--- src/rtl/maze_carver_param_if.sv ---
// Port bundle for maze_carver_param: start handshake, carving status, flat grid and cell read port.
// Defining MAZE_CARVER_SEED_PORT_EN adds the per-run LFSR seed input.
interface maze_carver_param_if #(
    parameter int MAZE_W  = 16,
    parameter int MAZE_H  = 16,
    parameter int COORD_W = 5
);
    logic                     start;
    logic [COORD_W-1:0]       start_x;
    logic [COORD_W-1:0]       start_y;
`ifdef MAZE_CARVER_SEED_PORT_EN
    logic [15:0]              seed;
`endif
    logic                     busy;
    logic                     done;
    logic                     stack_ovf;
    logic [COORD_W-1:0]       curr_x;
    logic [COORD_W-1:0]       curr_y;
    logic [MAZE_W*MAZE_H-1:0] maze_data;
    logic [COORD_W-1:0]       rd_x;
    logic [COORD_W-1:0]       rd_y;
    logic                     rd_open;

    modport master (
`ifdef MAZE_CARVER_SEED_PORT_EN
        output seed,
`endif
        output start, start_x, start_y, rd_x, rd_y,
        input  busy, done, stack_ovf, curr_x, curr_y, maze_data, rd_open
    );

    modport slave (
`ifdef MAZE_CARVER_SEED_PORT_EN
        input  seed,
`endif
        input  start, start_x, start_y, rd_x, rd_y,
        output busy, done, stack_ovf, curr_x, curr_y, maze_data, rd_open
    );
endinterface

--- src/rtl/maze_carver_param.sv ---
// Randomized depth-first maze carver with LFSR direction choice and explicit backtrack stack.
// MAZE_CARVER_SEED_PORT_EN: the LFSR reloads from bus.seed on every accepted start.
module maze_carver_param #(
    parameter int          MAZE_W      = 16,
    parameter int          MAZE_H      = 16,
    parameter int          COORD_W     = 5,
    parameter int          STACK_DEPTH = (MAZE_W-2)*(MAZE_H-2),
    parameter logic [15:0] SEED        = 16'hACE1
) (
    input  logic               clk,
    input  logic               rst_n,
    maze_carver_param_if.slave bus
);
    localparam int N_CELLS = MAZE_W * MAZE_H;
    localparam int IDX_W   = $clog2(N_CELLS);
    localparam int CW1     = COORD_W + 1;
    localparam int SP_W    = $clog2(STACK_DEPTH + 1);
    localparam logic [15:0]    SEED_NZ   = (SEED == 16'd0) ? 16'd1 : SEED;
    localparam logic [15:0]    LFSR_MASK = 16'hB400;
    localparam logic [CW1-1:0] W_C  = CW1'(MAZE_W);
    localparam logic [CW1-1:0] H_C  = CW1'(MAZE_H);
    localparam logic [CW1-1:0] XMAX = CW1'(MAZE_W - 2);
    localparam logic [CW1-1:0] YMAX = CW1'(MAZE_H - 2);
    localparam logic [SP_W-1:0] SP_FULL = SP_W'(STACK_DEPTH);

    typedef enum logic [2:0] {S_IDLE, S_PICK, S_TRY, S_POP, S_DONE} state_t;

    function automatic logic [IDX_W-1:0] cell_idx(input logic [CW1-1:0] x, input logic [CW1-1:0] y);
        return IDX_W'(int'(x) + MAZE_W * int'(y));
    endfunction

    // Coordinates are one bit wider than needed, so 0-1 wraps to a value past the grid edge.
    function automatic logic cell_at(input logic [N_CELLS-1:0] g, input logic [CW1-1:0] x,
                                     input logic [CW1-1:0] y);
        if (x >= W_C || y >= H_C) return 1'b0;
        return g[cell_idx(x, y)];
    endfunction

    function automatic logic is_interior(input logic [CW1-1:0] x, input logic [CW1-1:0] y);
        return (x >= CW1'(1)) && (x <= XMAX) && (y >= CW1'(1)) && (y <= YMAX);
    endfunction

    state_t               state, state_nxt;
    logic [15:0]          lfsr;
    logic [COORD_W-1:0]   cx, cy, sx_eff, sy_eff;
    logic [1:0]           dir0, tries, dir;
    logic [SP_W-1:0]      sp;
    // Power-of-two sized so the stack pointer indexes it without a width adapter.
    logic [2*COORD_W-1:0] stack [2**SP_W];
    logic [N_CELLS-1:0]   grid;
    logic                 ovf, rd_q;
    logic [CW1-1:0]       nx, ny;
    logic [2:0]           open_cnt;
    logic                 cand_valid, stack_full, accept, carve, ovf_set, pop;

    always_comb begin
        dir = dir0 + tries;
        nx  = {1'b0, cx};
        ny  = {1'b0, cy};
        case (dir)
            2'd0:    ny = {1'b0, cy} - CW1'(1);
            2'd1:    nx = {1'b0, cx} + CW1'(1);
            2'd2:    ny = {1'b0, cy} + CW1'(1);
            default: nx = {1'b0, cx} - CW1'(1);
        endcase
        open_cnt = 3'(cell_at(grid, nx, ny - CW1'(1))) + 3'(cell_at(grid, nx + CW1'(1), ny))
                 + 3'(cell_at(grid, nx, ny + CW1'(1))) + 3'(cell_at(grid, nx - CW1'(1), ny));
        cand_valid = is_interior(nx, ny) && !cell_at(grid, nx, ny) && (open_cnt == 3'd1);
        stack_full = (sp == SP_FULL);
        if (is_interior({1'b0, bus.start_x}, {1'b0, bus.start_y})) begin
            sx_eff = bus.start_x;
            sy_eff = bus.start_y;
        end else begin
            sx_eff = COORD_W'(1);
            sy_eff = COORD_W'(1);
        end
    end

    always_comb begin
        state_nxt = state;
        accept    = 1'b0;
        carve     = 1'b0;
        ovf_set   = 1'b0;
        pop       = 1'b0;
        bus.busy  = 1'b0;
        bus.done  = 1'b0;
        case (state)
            S_IDLE, S_DONE: begin
                bus.done = (state == S_DONE);
                if (bus.start) begin
                    accept    = 1'b1;
                    state_nxt = S_PICK;
                end
            end
            S_PICK: begin
                bus.busy  = 1'b1;
                state_nxt = S_TRY;
            end
            S_TRY: begin
                bus.busy = 1'b1;
                if (cand_valid && !stack_full) begin
                    carve     = 1'b1;
                    state_nxt = S_PICK;
                end else begin
                    ovf_set = cand_valid;
                    if (tries == 2'd3) state_nxt = S_POP;
                end
            end
            S_POP: begin
                bus.busy = 1'b1;
                if (sp == '0) state_nxt = S_DONE;
                else begin
                    pop       = 1'b1;
                    state_nxt = S_PICK;
                end
            end
            default: state_nxt = S_IDLE;
        endcase
    end

    always_ff @(posedge clk) begin
        if (!rst_n) begin
            state <= S_IDLE;
            lfsr  <= SEED_NZ;
            grid  <= '0;
            cx    <= '0;
            cy    <= '0;
            sp    <= '0;
            dir0  <= '0;
            tries <= '0;
            ovf   <= 1'b0;
            rd_q  <= 1'b0;
        end else begin
            state <= state_nxt;
            lfsr  <= lfsr[0] ? ((lfsr >> 1) ^ LFSR_MASK) : (lfsr >> 1);
            rd_q  <= cell_at(grid, {1'b0, bus.rd_x}, {1'b0, bus.rd_y});
            if (state == S_PICK) begin
                dir0  <= lfsr[1:0];
                tries <= '0;
            end
            if (state == S_TRY) tries <= tries + 2'd1;
            if (ovf_set) ovf <= 1'b1;
            if (accept) begin
`ifdef MAZE_CARVER_SEED_PORT_EN
                lfsr <= (bus.seed == 16'd0) ? 16'd1 : bus.seed;
`endif
                grid <= '0;
                grid[cell_idx({1'b0, sx_eff}, {1'b0, sy_eff})] <= 1'b1;
                ovf  <= 1'b0;
                sp   <= '0;
                cx   <= sx_eff;
                cy   <= sy_eff;
            end
            if (carve) begin
                sp                   <= sp + 1'b1;
                cx                   <= nx[COORD_W-1:0];
                cy                   <= ny[COORD_W-1:0];
                grid[cell_idx(nx, ny)] <= 1'b1;
            end
            if (pop) begin
                sp       <= sp - 1'b1;
                {cx, cy} <= stack[sp - 1'b1];
            end
        end
    end

    always_ff @(posedge clk) begin
        if (carve) stack[sp] <= {cx, cy};
    end

    assign bus.stack_ovf = ovf;
    assign bus.curr_x    = cx;
    assign bus.curr_y    = cy;
    assign bus.maze_data = grid;
    assign bus.rd_open   = rd_q;
endmodule

--- src/flat_wrapper.sv ---
// flat-port wrapper written by rule: the top's interface ports become plain ports
module maze_carver_param_flat 
#(
    parameter int          MAZE_W      = 16,
    parameter int          MAZE_H      = 16,
    parameter int          COORD_W     = 5,
    parameter int          STACK_DEPTH = (MAZE_W-2)*(MAZE_H-2),
    parameter logic [15:0] SEED        = 16'hACE1
)
  (clk, rst_n, bus_start, bus_start_x, bus_start_y, bus_rd_x, bus_rd_y, bus_busy, bus_done, bus_stack_ovf, bus_curr_x, bus_curr_y, bus_maze_data, bus_rd_open);
  maze_carver_param_if #(.MAZE_W(MAZE_W), .MAZE_H(MAZE_H), .COORD_W(COORD_W)) bus_i ();
  input  logic clk;
  input  logic rst_n;
  input wire logic [$bits(bus_i.start)-1:0] bus_start;
  input wire logic [$bits(bus_i.start_x)-1:0] bus_start_x;
  input wire logic [$bits(bus_i.start_y)-1:0] bus_start_y;
  input wire logic [$bits(bus_i.rd_x)-1:0] bus_rd_x;
  input wire logic [$bits(bus_i.rd_y)-1:0] bus_rd_y;
  output wire logic [$bits(bus_i.busy)-1:0] bus_busy;
  output wire logic [$bits(bus_i.done)-1:0] bus_done;
  output wire logic [$bits(bus_i.stack_ovf)-1:0] bus_stack_ovf;
  output wire logic [$bits(bus_i.curr_x)-1:0] bus_curr_x;
  output wire logic [$bits(bus_i.curr_y)-1:0] bus_curr_y;
  output wire logic [$bits(bus_i.maze_data)-1:0] bus_maze_data;
  output wire logic [$bits(bus_i.rd_open)-1:0] bus_rd_open;
  assign bus_i.start = bus_start;
  assign bus_i.start_x = bus_start_x;
  assign bus_i.start_y = bus_start_y;
  assign bus_i.rd_x = bus_rd_x;
  assign bus_i.rd_y = bus_rd_y;
  assign bus_busy = bus_i.busy;
  assign bus_done = bus_i.done;
  assign bus_stack_ovf = bus_i.stack_ovf;
  assign bus_curr_x = bus_i.curr_x;
  assign bus_curr_y = bus_i.curr_y;
  assign bus_maze_data = bus_i.maze_data;
  assign bus_rd_open = bus_i.rd_open;
  maze_carver_param #(.MAZE_W(MAZE_W), .MAZE_H(MAZE_H), .COORD_W(COORD_W), .STACK_DEPTH(STACK_DEPTH), .SEED(SEED)) u_core (.clk(clk), .rst_n(rst_n), .bus(bus_i));
endmodule
--- config.mk ---
export PLATFORM = sky130hd
export DESIGN_NAME = maze_carver_param_flat
export DESIGN_NICKNAME = d
export VERILOG_FILES = /design/src/rtl/maze_carver_param_if.sv /design/src/rtl/maze_carver_param.sv /design/src/flat_wrapper.sv
export SDC_FILE = /design/constraint.sdc
export NUM_CORES = 2
export LEC_CHECK = 0
export ABC_AREA = 0
export BUFFER_PORTS_ARGS = -buffer_cell sky130_fd_sc_hd__buf_4
export CORE_MARGIN = 3
export CORE_UTILIZATION = 45
export CTS_CLUSTER_SIZE = 20
export DETAILED_ROUTE_END_ITERATION = 10
export HOLD_SLACK_MARGIN = 0.05
export PLACE_DENSITY_LB_ADDON = 0.15
export SYNTH_ARGS = -nofsm -noshare
export SYNTH_HDL_FRONTEND = slang
export SYNTH_SLANG_ARGS = --single-unit
--- constraint.sdc ---
create_clock -name clk -period 15 [get_ports clk]
set_input_delay 3 -clock clk [delete_from_list [all_inputs] [get_ports clk]]
set_output_delay 3 -clock clk [all_outputs]
set_load 0.03 [all_outputs]
==> report_table.html <==
<table>
<tr><th>Metric</th><th>Value</th></tr>
<tr><th colspan="2">Outcome</th></tr>
<tr><td>Result of the run</td><td>finished, final reports clean</td></tr>
<tr><th colspan="2">Routing</th></tr>
<tr><td>Number of design rule violations left after detail routing</td><td>0</td></tr>
<tr><td>DR vias/cell</td><td>6.659</td></tr>
<tr><td>Average detailed-routed wire length per instance</td><td>36.84 um</td></tr>
<tr><td>DRT Pass-1 Iters</td><td>7</td></tr>
<tr><td>Via count of the routed design</td><td>72667</td></tr>
<tr><td>Post-detailed-routing wire length</td><td>between 400 and 500 mm</td></tr>
<tr><td>Initial DRC Count</td><td>around 11000</td></tr>
<tr><td>Antenna-violating nets left</td><td>0</td></tr>
<tr><th colspan="2">STA</th></tr>
<tr><td>Final setup vio count</td><td>0</td></tr>
<tr><td>Tightest Pin Transition</td><td>approximately 1.4 ns</td></tr>
<tr><td>Worst slew margin</td><td>9.183%</td></tr>
<tr><td>Post-route clock skew</td><td>0.07926 ns</td></tr>
<tr><td>Maximum operating frequency</td><td>just under 80 MHz</td></tr>
<tr><td>Period utilization</td><td>84.61%</td></tr>
<tr><td>Max Slew Vio Count</td><td>0</td></tr>
<tr><td>Number of hold violations in the final report</td><td>0</td></tr>
<tr><td>Total negative slack for setup checks</td><td>0 ns</td></tr>
<tr><td>RSZ-0062 raised after global routing</td><td>false</td></tr>
<tr><td>Fin Hold WS</td><td>around 0.40 ns</td></tr>
<tr><td>Clock period minus worst slack</td><td>12.69 ns</td></tr>
<tr><th colspan="2">CTS</th></tr>
<tr><td>Num CTS Buffers</td><td>314</td></tr>
<tr><td>Clock root buffer master</td><td>sky130_fd_sc_hd__clkbuf_16</td></tr>
<tr><td>H-Tree Depth</td><td>5</td></tr>
<tr><td>Bufs on Longest Clock Path</td><td>4</td></tr>
<tr><td>CTS sink cnt</td><td>2859</td></tr>
<tr><td>Clock-pin slew reported for the worst setup and hold paths after clock tree synthesis</td><td>0.06 ns</td></tr>
<tr><td>TritonCTS clock tree</td><td>done</td></tr>
<tr><td>Post-CTS Setup Bufs</td><td>0</td></tr>
<tr><td># hold bufs at CTS</td><td>0</td></tr>
<tr><td>Post-CTS Resized</td><td>0</td></tr>
<tr><td>Clock latency at the later pin of the worst-skew pair</td><td>0.96 ns</td></tr>
<tr><th colspan="2">Synth</th></tr>
<tr><td>Library cell with the highest instance count after synthesis</td><td>sky130_fd_sc_hd__edfxtp_1</td></tr>
<tr><td>Number of distinct library cells after synthesis</td><td>82</td></tr>
<tr><td>Number of synthesis warnings</td><td>0</td></tr>
<tr><td>Compound-cell area share of the yosys netlist</td><td>~4.4%</td></tr>
<tr><td>Largest family of logic cells by synthesized area</td><td>multiplexers</td></tr>
<tr><td>Share of synthesized area spent on multiplexers</td><td>20.83%</td></tr>
<tr><td>Fraction of the yosys area taken by sequential cells</td><td>67.71%</td></tr>
<tr><td>Top cells by area in the synthesized netlist</td><td>sky130_fd_sc_hd__edfxtp_1, sky130_fd_sc_hd__mux4_2, sky130_fd_sc_hd__dfxtp_1</td></tr>
<tr><td>Primary FF master, synth</td><td>sky130_fd_sc_hd__edfxtp_1</td></tr>
<tr><td>Synth Area per Inst</td><td>roughly 18 sq um</td></tr>
<tr><td>Area share of the largest cell type after synthesis</td><td>62.82%</td></tr>
<tr><td>Flop and latch count out of synthesis</td><td>2859</td></tr>
<tr><td>Library cell with the largest summed area after synthesis</td><td>sky130_fd_sc_hd__edfxtp_1</td></tr>
<tr><td>Simple-Gate Fraction of Synth Area</td><td>4.482%</td></tr>
<tr><td>FFs w/ async S/R, synth</td><td>0%</td></tr>
<tr><td>Ranking of synthesized cells by instance count</td><td>sky130_fd_sc_hd__edfxtp_1, sky130_fd_sc_hd__mux4_2, sky130_fd_sc_hd__nand2_1</td></tr>
<tr><td>Post-synthesis instance area</td><td>122400 sq um</td></tr>
<tr><td>Post-synthesis cell count</td><td>approximately 6800</td></tr>
<tr><td>Post-synthesis share of cell area spent on xor and xnor gates</td><td>0.3497%</td></tr>
<tr><td>Number of enable flip-flop cells after synthesis</td><td>around 2600</td></tr>
<tr><td>Adder and majority cell fraction of the synthesized area</td><td>0.5296%</td></tr>
<tr><th colspan="2">Floorplan</th></tr>
<tr><td>Die height</td><td>527.5 um</td></tr>
<tr><td>Chip Width</td><td>527.5 um</td></tr>
<tr><td>Number of top-level pins</td><td>293</td></tr>
<tr><td>Die area</td><td>278200 sq um</td></tr>
<tr><td>Rows</td><td>190</td></tr>
<tr><td>Core region area</td><td>269300 sq um</td></tr>
<tr><td>Effective utilization at floorplan</td><td>a little under half</td></tr>
<tr><th colspan="2">Pwr</th></tr>
<tr><td>Pleak</td><td>42.82 nW</td></tr>
<tr><td>Total power per unit cell area</td><td>between 150 and 200 nW/um^2</td></tr>
<tr><td>Power, Total</td><td>~0.021 W</td></tr>
<tr><td>Max IR drop VDD</td><td>0.2156 mV</td></tr>
<tr><th colspan="2">GRT</th></tr>
<tr><td>Total track usage</td><td>28.56%</td></tr>
<tr><td>Met3 Usage GRT</td><td>7.915%</td></tr>
<tr><td>Overflow left after global routing</td><td>0</td></tr>
<tr><td>GR Layer Usage met1</td><td>41.07%</td></tr>
<tr><td>Largest net degree at the start of global routing</td><td>around 120</td></tr>
<tr><td>Initial antenna violation count</td><td>20</td></tr>
<tr><td>Most Used Layer, Global Route</td><td>met2</td></tr>
<tr><td>Met2 capacity usage during global routing</td><td>42.00%</td></tr>
<tr><td>First-pass GRT wire length</td><td>about 560 mm</td></tr>
<tr><td>Number of global-route vias before repair</td><td>70083</td></tr>
<tr><th colspan="2">Finish</th></tr>
<tr><td>Final layout net count</td><td>between 7000 and 8000</td></tr>
<tr><td>Share of final-layout standard cells stronger than drive strength 1</td><td>27.98%</td></tr>
<tr><td>Growth of design area from synthesis to finish</td><td>13.36%</td></tr>
<tr><th colspan="2">Critical path</th></tr>
<tr><td>R2R setup slack</td><td>2.31 ns</td></tr>
<tr><td>R2R Path End</td><td>u_core.stack[184][2]$_DFFE_PP_</td></tr>
<tr><td>Crit path required time</td><td>roughly 16 ns</td></tr>
<tr><td>Crit path largest cell delay</td><td>1.16 ns</td></tr>
<tr><td>CP endpoint kind</td><td>register</td></tr>
<tr><td>End point of the critical path</td><td>u_core.stack[184][2]$_DFFE_PP_</td></tr>
<tr><td>Stages on the worst setup path</td><td>31</td></tr>
<tr><td>Arrival time reported for the critical path endpoint</td><td>13.19 ns</td></tr>
<tr><td>Buffers plus inverters on the worst setup path</td><td>5</td></tr>
<tr><td>Standard cell with the maximum stage delay on the critical path</td><td>sky130_fd_sc_hd__nor2_1</td></tr>
<tr><td>Source of the critical timing path</td><td>u_core.tries[0]$_SDFFE_PN0P_</td></tr>
<tr><td>Startpoint class of the critical path</td><td>register</td></tr>
<tr><td>R2R Path Start</td><td>u_core.tries[0]$_SDFFE_PN0P_</td></tr>
<tr><td>Crit path kind</td><td>register to register</td></tr>
<tr><td>Family of cells with the greatest summed delay on the critical path</td><td>simple AND/OR/NAND/NOR gates</td></tr>
<tr><td>Largest fanout of any net on the critical path</td><td>33</td></tr>
<tr><td>Worst-case reg-to-reg path depth</td><td>31</td></tr>
<tr><th colspan="2">Job</th></tr>
<tr><td>Max-Cap Viols</td><td>0</td></tr>
<tr><th colspan="2">Placement</th></tr>
<tr><td>Input/output buffers</td><td>292</td></tr>
<tr><td>Final GP Congestion</td><td>around 1.0</td></tr>
<tr><td>Post-detailed-placement half-perimeter wirelength</td><td>between 200 and 300 mm</td></tr>
<tr><th colspan="2">Worst hold path</th></tr>
<tr><td>Class of the tightest hold or removal check</td><td>register to register</td></tr>
</table>
[where the power goes]
| part | internal (W) | switching [W] |
|---|---|---|
| Sequential | 0.00896 | 0.0000744 |
| Combinational | 0.00134 | 0.00301 |
| Clock | 0.00438 | 0.00307 |
| Total | 0.0147 | 0.00616 |
[cells by family after synthesis]
family | after synthesis
buffers and inverters | 522
adder cells (fa/ha/maj) | 47
other | 1
flip-flops | 2859
XOR/XNOR | 48
AND/OR/NAND/NOR | 1280
AO/OA/AOI/OAI | 848
multiplexers | 1211
[layout make-up]
cell class              instances  area [sq um]
diodes                         11         27.53
clock buffers                 399          8437
clock inverters               140          1356
fillers                     21433        130600
inverters                      40         152.6
multi-input cells            3445         37770
flip-flops and latches       2859         82900
well taps                    3552          4444
repair buffers                466          3627
[through the flow]
step | instance area [sq um] | utilization (%) | worst slack (ns) | cells
after floorplan | 122400 | - | 2.480 | 6826
after global placement | 128900 | 47.86 | 2.684 | 10362
after detailed placement | 128900 | 47.86 | 2.626 | 10362
after CTS | 138700 | 51.49 | 2.594 | 10901
after global routing | 138700 | 51.49 | 2.089 | 10902
final | 138700 | 51.50 | 2.308 | 10912
[placed cells by master, fill, tap and decap left out, drive strengths merged, types with 90 or more instances in the layout]
| cell | n |
|---|---|
| nand2 | 614 |
| mux4 | 1066 |
| nor2 | 345 |
| o21ai | 427 |
| edfxtp | 2560 |
| a22o | 111 |
| mux2i | 120 |
| clkinv | 91 |
| clkbuf | 399 |
| dfxtp | 299 |
| nand3 | 90 |
| buf | 466 |
[sequential cells by signal (all words and copies together), names as in the netlist]
signal / flops
u_core.bus.curr_x: 5
u_core.bus.curr_y: 5
u_core.bus.maze_data: 256
u_core.bus.rd_open: 1
u_core.bus.stack_ovf: 1
u_core.dir0: 2
u_core.lfsr: 16
u_core.sp: 8
u_core.stack: 2560
u_core.state: 3
u_core.tries: 2
[worst min path at each step]
stage	start	end	slack, ns	cells after the start
5_1_grt	u_core.lfsr[8]$_SDFF_PN0_	u_core.lfsr[7]$_SDFF_PN1_	0.42	1
2_1_floorplan	u_core.lfsr[12]$_SDFF_PN0_	u_core.lfsr[11]$_SDFF_PN1_	0.39	1
6_report	u_core.lfsr[8]$_SDFF_PN0_	u_core.lfsr[7]$_SDFF_PN1_	0.40	1
3_5_place_dp	u_core.lfsr[8]$_SDFF_PN0_	u_core.lfsr[7]$_SDFF_PN1_	0.39	1
3_3_place_gp	u_core.lfsr[6]$_SDFF_PN1_	u_core.lfsr[5]$_SDFF_PN1_	0.39	1
4_1_cts	u_core.lfsr[8]$_SDFF_PN0_	u_core.lfsr[7]$_SDFF_PN1_	0.41	1
[metal layers]
metal  up-vias  share of wire [%]
met5         -             0.0042
met4         2                4.0
met3       827                 11
met2      4961                 45
met1     38353                 40
li1      28524                  -
No activity file was read; power rests on OpenSTA's default activity.
